**config.mk**
```make
export PLATFORM = sky130hd
export DESIGN_NAME = inv_sub_bytes_serial
export DESIGN_NICKNAME = d
export VERILOG_FILES = /design/src/rtl/inv_sub_bytes_serial.sv
export SDC_FILE = /design/constraint.sdc
export NUM_CORES = 1
export LEC_CHECK = 0
export ABC_AREA = 1
export CAP_MARGIN = 5
export CELL_PAD_IN_SITES_DETAIL_PLACEMENT = 1
export CELL_PAD_IN_SITES_GLOBAL_PLACEMENT = 1
export CORE_ASPECT_RATIO = 0.5
export CORE_MARGIN = 5
export CORE_UTILIZATION = 46
export DETAILED_ROUTE_END_ITERATION = 7
export PLACE_DENSITY_LB_ADDON = 0.1
export SYNTH_ARGS = -nofsm -noshare
export SYNTH_HDL_FRONTEND = slang
export SYNTH_SLANG_ARGS = --single-unit
export TNS_END_PERCENT = 20
```
**constraint.sdc**
```tcl
create_clock -name clk -period 43.5 [get_ports clk]
set_clock_uncertainty 0.05 [all_clocks]
set_input_delay 8.7 -clock clk [delete_from_list [all_inputs] [get_ports clk]]
set_output_delay 8.7 -clock clk [all_outputs]
set_load 0.01 [all_outputs]
```
**src/rtl/inv_sub_bytes_serial.sv**
```systemverilog
// -----------------------------------------------------------------------------
// inv_sub_bytes_serial
//
// Inverse SubBytes stage of an AES decryption round. A 128-bit state from the
// inverse ShiftRows stage is captured, then every byte is replaced in place by
// its inverse S-box value. LANES bytes are substituted per cycle, so the whole
// block takes NCYC = 16/LANES cycles. The inverse S-box is computed
// arithmetically: inverse affine transform, then t^254 in GF(2^8).
//
// Ports
//   clk        rising-edge clock
//   rst        asynchronous, active-high reset
//   in_valid   upstream offers in_state
//   in_ready   block can accept a state (IDLE only)
//   in_state   128-bit input state, byte i = bits [8i+7:8i]
//   out_valid  out_state holds a completed result (DONE only)
//   out_ready  downstream accepts out_state
//   out_state  substituted state, same byte ordering as in_state
//   busy       high while a block is in RUN or DONE
// -----------------------------------------------------------------------------
module inv_sub_bytes_serial #(
  parameter int LANES = 1
) (
  input  logic         clk,
  input  logic         rst,
  input  logic         in_valid,
  output logic         in_ready,
  input  logic [127:0] in_state,
  output logic         out_valid,
  input  logic         out_ready,
  output logic [127:0] out_state,
  output logic         busy
);

  localparam int NCYC = 16 / LANES;
  localparam int CW   = (NCYC > 1) ? $clog2(NCYC) : 1;

  // Reject lane counts that do not divide the block into equal byte groups.
  generate
    if (LANES != 1 && LANES != 2 && LANES != 4 && LANES != 8 && LANES != 16) begin : g_bad_lanes
      $error("inv_sub_bytes_serial: LANES must be 1, 2, 4, 8 or 16");
    end
  endgenerate

  typedef enum logic [1:0] {
    IDLE = 2'd0,
    RUN  = 2'd1,
    DONE = 2'd2
  } state_t;

  state_t          state, state_nxt;
  logic [127:0]    data_q, data_nxt;
  logic [CW-1:0]   cnt;
  logic            load, step, last;

  // ---------------------------------------------------------------------------
  // GF(2^8) arithmetic, reduction polynomial 0x11B.
  // ---------------------------------------------------------------------------
  function automatic logic [7:0] gf_mul(input logic [7:0] a, input logic [7:0] b);
    logic [7:0] p;
    logic [7:0] x;
    // NOTE: inside functions and always_comb, blocking '=' is correct: each
    // statement must see the value produced by the one before it.
    p = '0;
    x = a;
    for (int i = 0; i < 8; i++) begin
      if (b[i]) p = p ^ x;
      x = {x[6:0], 1'b0} ^ (x[7] ? 8'h1B : 8'h00);
    end
    return p;
  endfunction

  // t^254 = t^-1 for t != 0, and 0 for t = 0, via a square/multiply chain.
  function automatic logic [7:0] gf_inv(input logic [7:0] t);
    logic [7:0] x3, x7, x15, x31, x63, x127;
    x3   = gf_mul(gf_mul(t, t), t);
    x7   = gf_mul(gf_mul(x3, x3), t);
    x15  = gf_mul(gf_mul(x7, x7), t);
    x31  = gf_mul(gf_mul(x15, x15), t);
    x63  = gf_mul(gf_mul(x31, x31), t);
    x127 = gf_mul(gf_mul(x63, x63), t);
    return gf_mul(x127, x127);
  endfunction

  function automatic logic [7:0] rotl(input logic [7:0] v, input int n);
    logic [15:0] d;
    d = {v, v} << n;
    return d[15:8];
  endfunction

  function automatic logic [7:0] inv_sbox(input logic [7:0] s);
    logic [7:0] t;
    t = rotl(s, 1) ^ rotl(s, 3) ^ rotl(s, 6) ^ 8'h05;
    return gf_inv(t);
  endfunction

  // ---------------------------------------------------------------------------
  // Control FSM
  // ---------------------------------------------------------------------------
  assign last = (cnt == CW'(NCYC - 1));

  always_ff @(posedge clk or posedge rst) begin
    if (rst) state <= IDLE;
    else     state <= state_nxt;
  end

  always_comb begin
    // NOTE: every output of this block gets a default first so no path
    // through the case statement can leave one unassigned and infer a latch.
    state_nxt = state;
    in_ready  = 1'b0;
    out_valid = 1'b0;
    busy      = 1'b0;
    load      = 1'b0;
    step      = 1'b0;
    unique case (state)
      IDLE: begin
        in_ready = 1'b1;
        if (in_valid) begin
          load      = 1'b1;
          state_nxt = RUN;
        end
      end
      RUN: begin
        busy = 1'b1;
        step = 1'b1;
        if (last) state_nxt = DONE;
      end
      DONE: begin
        busy      = 1'b1;
        out_valid = 1'b1;
        if (out_ready) state_nxt = IDLE;
      end
      default: state_nxt = IDLE;
    endcase
  end

  // ---------------------------------------------------------------------------
  // Datapath: LANES substitution units work on byte group cnt.
  // ---------------------------------------------------------------------------
  always_comb begin
    data_nxt = data_q;
    for (int l = 0; l < LANES; l++) begin
      int idx;
      idx = int'(cnt) * LANES + l;
      data_nxt[idx*8 +: 8] = inv_sbox(data_q[idx*8 +: 8]);
    end
  end

  always_ff @(posedge clk or posedge rst) begin
    if (rst) begin
      // NOTE: sequential state uses non-blocking '<=' so every flop samples
      // the pre-edge values, independent of statement order.
      data_q <= '0;
      cnt    <= '0;
    end else if (load) begin
      data_q <= in_state;
      cnt    <= '0;
    end else if (step) begin
      data_q <= data_nxt;
      cnt    <= last ? '0 : cnt + CW'(1);
    end
  end

  assign out_state = data_q;

endmodule

```
==> flow_summary.json, run 1 <==
{
  "nNetsFinal": 6143,
  "numCtsBuffers": 17,
  "n_antenna_cell": 0,
  "fin_util_pct": 50.2,
  "hp-class": "flip-flop to flip-flop",
  "placed_cell_area_mm2": 0.0362,
  "r2r-end": "out_state[81]",
  "critPathLaunchType": "flip-flop",
  "cts_resized": 0,
  "gp_congestion": 0.980,
  "hold_buffers": 0,
  "reg2regPathDepth": 160,
  "holdPathStages": 2,
  "path_max_fanout": 94,
  "slew_headroom_pct": 29.9,
  "synth_edf_count": 0,
  "synth_warnings": 0,
  "area_delta_synth_final_pct": 7.80,
  "status": "finished clean",
  "first_pass_iters": 6,
  "grt_pass1_wl_um": 220000,
  "crit_arrival_ps": 23980,
  "synth_seq_cells": 134,
  "postRouteAntennaNets": 0,
  "fp-row-count": 70,
  "synth_common_cells": "nand2_1, nand3_1, inv_1, nand2_2, nor2_1",
  "wirelength_um": 140000,
  "synth_flop_cell": "dfrtp_1",
  "path_class": "flip-flop to flip-flop",
  "crit_slowest_cell": "dfrtp_4",
  "grt_max_degree": 95,
  "fp.coreArea_mm2": 0.0733,
  "slowest_delay_ps": 1070,
  "crit_top_cell": "nand2_1",
  "r2r_start": "cnt[0]",
  "layout-drive-gt1-share_pct": 21.8,
  "multi_input_area_mm2": 0.0259,
  "clockBufferDepth": 2,
  "worst-slew-pin-transition_ps": 1050,
  "end_kind": "flip-flop",
  "root_buffer": "clkbuf_16",
  "hold_violations": 0,
  "fin_tns_setup_ps": 0,
  "clk_latency_ps": 440,
  "synth_area_per_cell_um2": 5.82,
  "tritoncts": "yes",
  "ys_seq_area_share_pct": 9.83,
  "syn_area_mm2": 0.0341,
  "syn-num-nets": 6009,
  "cts_sinks": 134,
  "wire_per_inst_um": 20.0,
  "yosys.area.top_type": "nand2_1",
  "fmax_mhz": 42.3,
  "hold_start": "state[1]",
  "viasPerCell": 5.67,
  "post_cts_buffers": 0,
  "drv_slew": 0,
  "synth_top_area_share_pct": 22.3,
  "start_util_pct": 46.5,
  "fin_crit_sh_pct": 54.4,
  "clkTransAtPathRegs_ps": 60,
  "async_flop_share_pct": 100,
  "min_to": "state[1]",
  "seqCellArea_mm2": 0.00336,
  "synthCells": 5862,
  "antenna_found_initial": 1,
  "grt_overflow": 0,
  "hold_slack_ps": 491,
  "dieArea_mm2": 0.0800,
  "numPortBuffers": 262,
  "hpwl_um": 112000,
  "cap_violations": 0,
  "ios": 263,
  "synth_cell_types": 56,
  "die-width_um": 395,
  "drc": 0,
  "ys_top_cells_by_area": "nand2_1, nand3_1, dfrtp_1",
  "final.min_clock_period_ps": 23660,
  "die_h_um": 203,
  "cts_max_level": 4,
  "drt_first_iter_violations": 2697,
  "setup_viol_count_final": 0,
  "fill_cells": 10500,
  "fin_area_mm2": 0.0368,
  "yosysMostFrequentCell": "nand2_1",
  "r2r_slack_ps": 19840,
  "crit_required_ps": 43820,
  "track_usage_pct": 33.7,
  "rsz0062_at_grt": "no",
  "grt_pass1_vias": 40800,
  "num_vias": 39600
}
## per-stage QoR
stage	worst slack, ps	std cells
6_report	19840	6981
3_3_place_gp	21570	6949
2_1_floorplan	26330	5862
4_1_cts	20300	6981
3_5_place_dp	20370	6949
5_1_grt	17810	6981
## sequential cells by signal, summed over array words and instances (netlist names)
name	cells
cnt	4
state	2
out_state	128
## logic make-up after synthesis
group                    synth area share (%)
XOR/XNOR                                 1.79
AND/OR/NAND/NOR                          68.6
AO/OA/AOI/OAI                            4.92
adder cells (fa/ha/maj)                 0.550
flip-flops                               9.83
buffers and inverters                    14.3
## cell type report
| class | count | share of cell area [%] |
|---|---|---|
| Multi-Input combinational cell | 4797 | 70.4 |
| Sequential cell | 134 | 9.13 |
| Clock buffer | 23 | 1.25 |
| Inverter | 766 | 8.06 |
| Tap cell | 972 | 3.31 |
| Clock inverter | 9 | 0.344 |
| Timing Repair Buffer | 280 | 7.50 |
## worst max path at each step
stage,startpoint,end,slack (ps),cells after the start
global route,cnt[0],out_state[40],17810,162
global placement,cnt[0],out_state[81],21570,163
finish,cnt[0],out_state[81],19840,160
CTS,cnt[0],out_state[81],20300,161
detailed placement,cnt[0],out_state[81],20370,159
floorplan,cnt[0],out_state[122],26330,165
## per-layer routing
metal | GRT usage (%) | routed length, µm | vias up
li1 | - | - | 18800
met1 | 43.3 | 60300 | 19300
met2 | 58.0 | 65200 | 1292
met3 | 5.53 | 10100 | 244
met4 | 10.5 | 4400 | 0
met5 | 0 | 0 | -
## layout by cell type (no fill, tap or decap), drive strengths merged, types with 4 or more instances in the layout
cell type and n:
clkdlybuf4s50 262, nor3 7, a21oi 22, xor2 39, o21ai 135, buf 18
o211ai 16, nand3b 27, nor4 4, ha 15, nor2 351, a22oi 36
dfrtp 134, xnor2 20, nand2 2791, nand4 88, o21bai 51, nand3 1182
inv 750, clkinv 21, clkbuf 23
## worst max-delay path, delay by kind of cell, from the launching register on
kind                     cells  cell delay [ps]
AND/OR/NAND/NOR            128            15960
buffers and inverters       23             3020
adder cells (fa/ha/maj)      6             2580
flip-flops                   1             1070
XOR/XNOR                     2              670
AO/OA/AOI/OAI                1               70
Power of run 1 is not shown: default switching activity piles up to over one toggle a cycle in this logic, so the estimate is an artifact.
==> inputs of run 2 (changes only) <==
--- a/config.mk
+++ b/config.mk
@@ -11,7 +11,7 @@
 export CELL_PAD_IN_SITES_GLOBAL_PLACEMENT = 1
 export CORE_ASPECT_RATIO = 0.5
 export CORE_MARGIN = 5
-export CORE_UTILIZATION = 46
+export CORE_UTILIZATION = 39
 export DETAILED_ROUTE_END_ITERATION = 7
 export PLACE_DENSITY_LB_ADDON = 0.1
 export SYNTH_ARGS = -nofsm -noshare
==> constraint.sdc (replaced) <==
create_clock -name clk -period 20.1 [get_ports clk]
set_clock_uncertainty 0.05 [all_clocks]
set_input_delay 4.02 -clock clk [delete_from_list [all_inputs] [get_ports clk]]
set_output_delay 4.02 -clock clk [all_outputs]
set_load 0.01 [all_outputs]
==> flow_summary.json, run 2 (synthesis gave the netlist of run 1 again) <==
{
  "status": "finished clean",
  "clockBufferDepth": 2,
  "fmax_mhz": 52.9,
  "hold_slack_ps": 491,
  "grt_max_degree": 77,
  "hp-class": "flip-flop to flip-flop",
  "hpwl_um": 117000,
  "die_h_um": 219,
  "hold_violations": 0,
  "reg2regPathDepth": 146,
  "ios": 263,
  "path_max_fanout": 19,
  "wirelength_um": 148000,
  "numPortBuffers": 262,
  "final_common_cell": "nand2_1",
  "n_antenna_cell": 0,
  "root_buffer": "clkbuf_16",
  "first_pass_iters": 5,
  "dp_worst_setup_slack_ps": -973,
  "gp_congestion": 0.970,
  "nNetsFinal": 6314,
  "slew_headroom_pct": 14.6,
  "grt_pass1_wl_um": 227000,
  "drt_first_iter_violations": 2437,
  "fp.coreArea_mm2": 0.0864,
  "layout-drive-gt1-share_pct": 25.7,
  "cts_sinks": 134,
  "crit_slowest_cell": "dfrtp_4",
  "setup_viol_count_final": 0,
  "clkTransAtPathRegs_ps": 60,
  "min_to": "state[0]",
  "r2r_start": "cnt[0]",
  "crit_arrival_ps": 19200,
  "r2r_slack_ps": 1200,
  "start_util_pct": 39.5,
  "crit_required_ps": 20400,
  "critPathLaunchType": "flip-flop",
  "most-common-layout-cells": "nand2_1, nand3_1, inv_1, nand2_2, clkdlybuf4s50_1",
  "fill_cells": 12000,
  "drv_slew": 0,
  "r2r-end": "out_state[121]",
  "numCtsBuffers": 17,
  "cap_violations": 0,
  "slowest_delay_ps": 600,
  "antenna_found_initial": 2,
  "grt_pass1_vias": 40700,
  "dieArea_mm2": 0.0939,
  "final.min_clock_period_ps": 18900,
  "hold_start": "state[0]",
  "wire_per_inst_um": 20.2,
  "area_delta_synth_final_pct": 16.4,
  "holdPathStages": 2,
  "clk_latency_ps": 440,
  "postRouteAntennaNets": 0,
  "path_class": "flip-flop to flip-flop",
  "die-width_um": 428,
  "drc": 0,
  "tritoncts": "yes",
  "grt_overflow": 0,
  "track_usage_pct": 29.8,
  "end_kind": "flip-flop",
  "worst_slack_ps": 1200,
  "crit_top_cell": "nand2_1",
  "fin_crit_sh_pct": 94.0,
  "largest_reg_flops": 128,
  "cts_max_level": 4,
  "fp-row-count": 76,
  "worst-slew-pin-transition_ps": 1270,
  "num_vias": 40200,
  "viasPerCell": 5.47,
  "hold_buffers": 0
}
==> run 2: worst max-delay path: cells and delay by family (launching register included) <==
kind / cells / cell delay [ps]
xor+xnor: 5 / 1220
simple gates: 112 / 12770
buf+inv: 22 / 2340
flops: 1 / 600
compound gates: 3 / 560
fa+ha+maj: 4 / 1160
==> run 2: area by class of cell <==
type	instances	area (µm²)	share of cell area, %
multi-input combinational	4802	27000	67.9
timing repair buffer	445	4310	10.8
sequential	134	3360	8.45
inverter	766	3010	7.58
tap	1170	1460	3.69
clock buffer	19	433	1.09
clock inverter	13	181	0.457
timing repair inverter	1	11.3	0.0283
==> run 2: repair_timing <==
action                                  4_1_cts  5_1_grt
cloned                                        1        7
endpoints found under the setup margin      128      128
endpoints found under the hold margin         0        0
gates resized for setup                      19      224
buffers inserted                             11      100
pin swaps                                     4       55
==> run 2: per-layer routing <==
| layer | track usage [%] | vias to the layer above | part of all wire, % |
|---|---|---|---|
| li1 | - | 19200 | - |
| met1 | 38.9 | 19700 | 45 |
| met2 | 53.2 | 1059 | 48 |
| met3 | 2.53 | 216 | 4.7 |
| met4 | 8.18 | 2 | 2.8 |
| met5 | 0 | - | 0.013 |
==> run 2: worst max path at each step <==
| stage | start | to | slack [ps] | cells after the start |
|---|---|---|---|---|
| after global placement | cnt[0] | out_state[22] | -210 | 144 |
| after global routing | cnt[0] | out_state[121] | -200 | 171 |
| after CTS | cnt[0] | out_state[82] | 30 | 148 |
| after floorplan | cnt[0] | out_state[122] | 2930 | 165 |
| final | cnt[0] | out_state[121] | 1200 | 146 |
| after detailed placement | cnt[0] | out_state[58] | -970 | 149 |
==> run 2: stage by stage <==
stage	TNS, ps	utilization, %	area [µm²]	cells
6_report	0	46.0	39700	7350
5_1_grt	-3900	46.0	39700	7350
2_1_floorplan	0	-	34100	5862
3_3_place_gp	-7170	42.6	36800	7199
4_1_cts	0	43.6	37700	7243
3_5_place_dp	-79880	42.6	36800	7199
Power of run 2 is left out for the same reason.
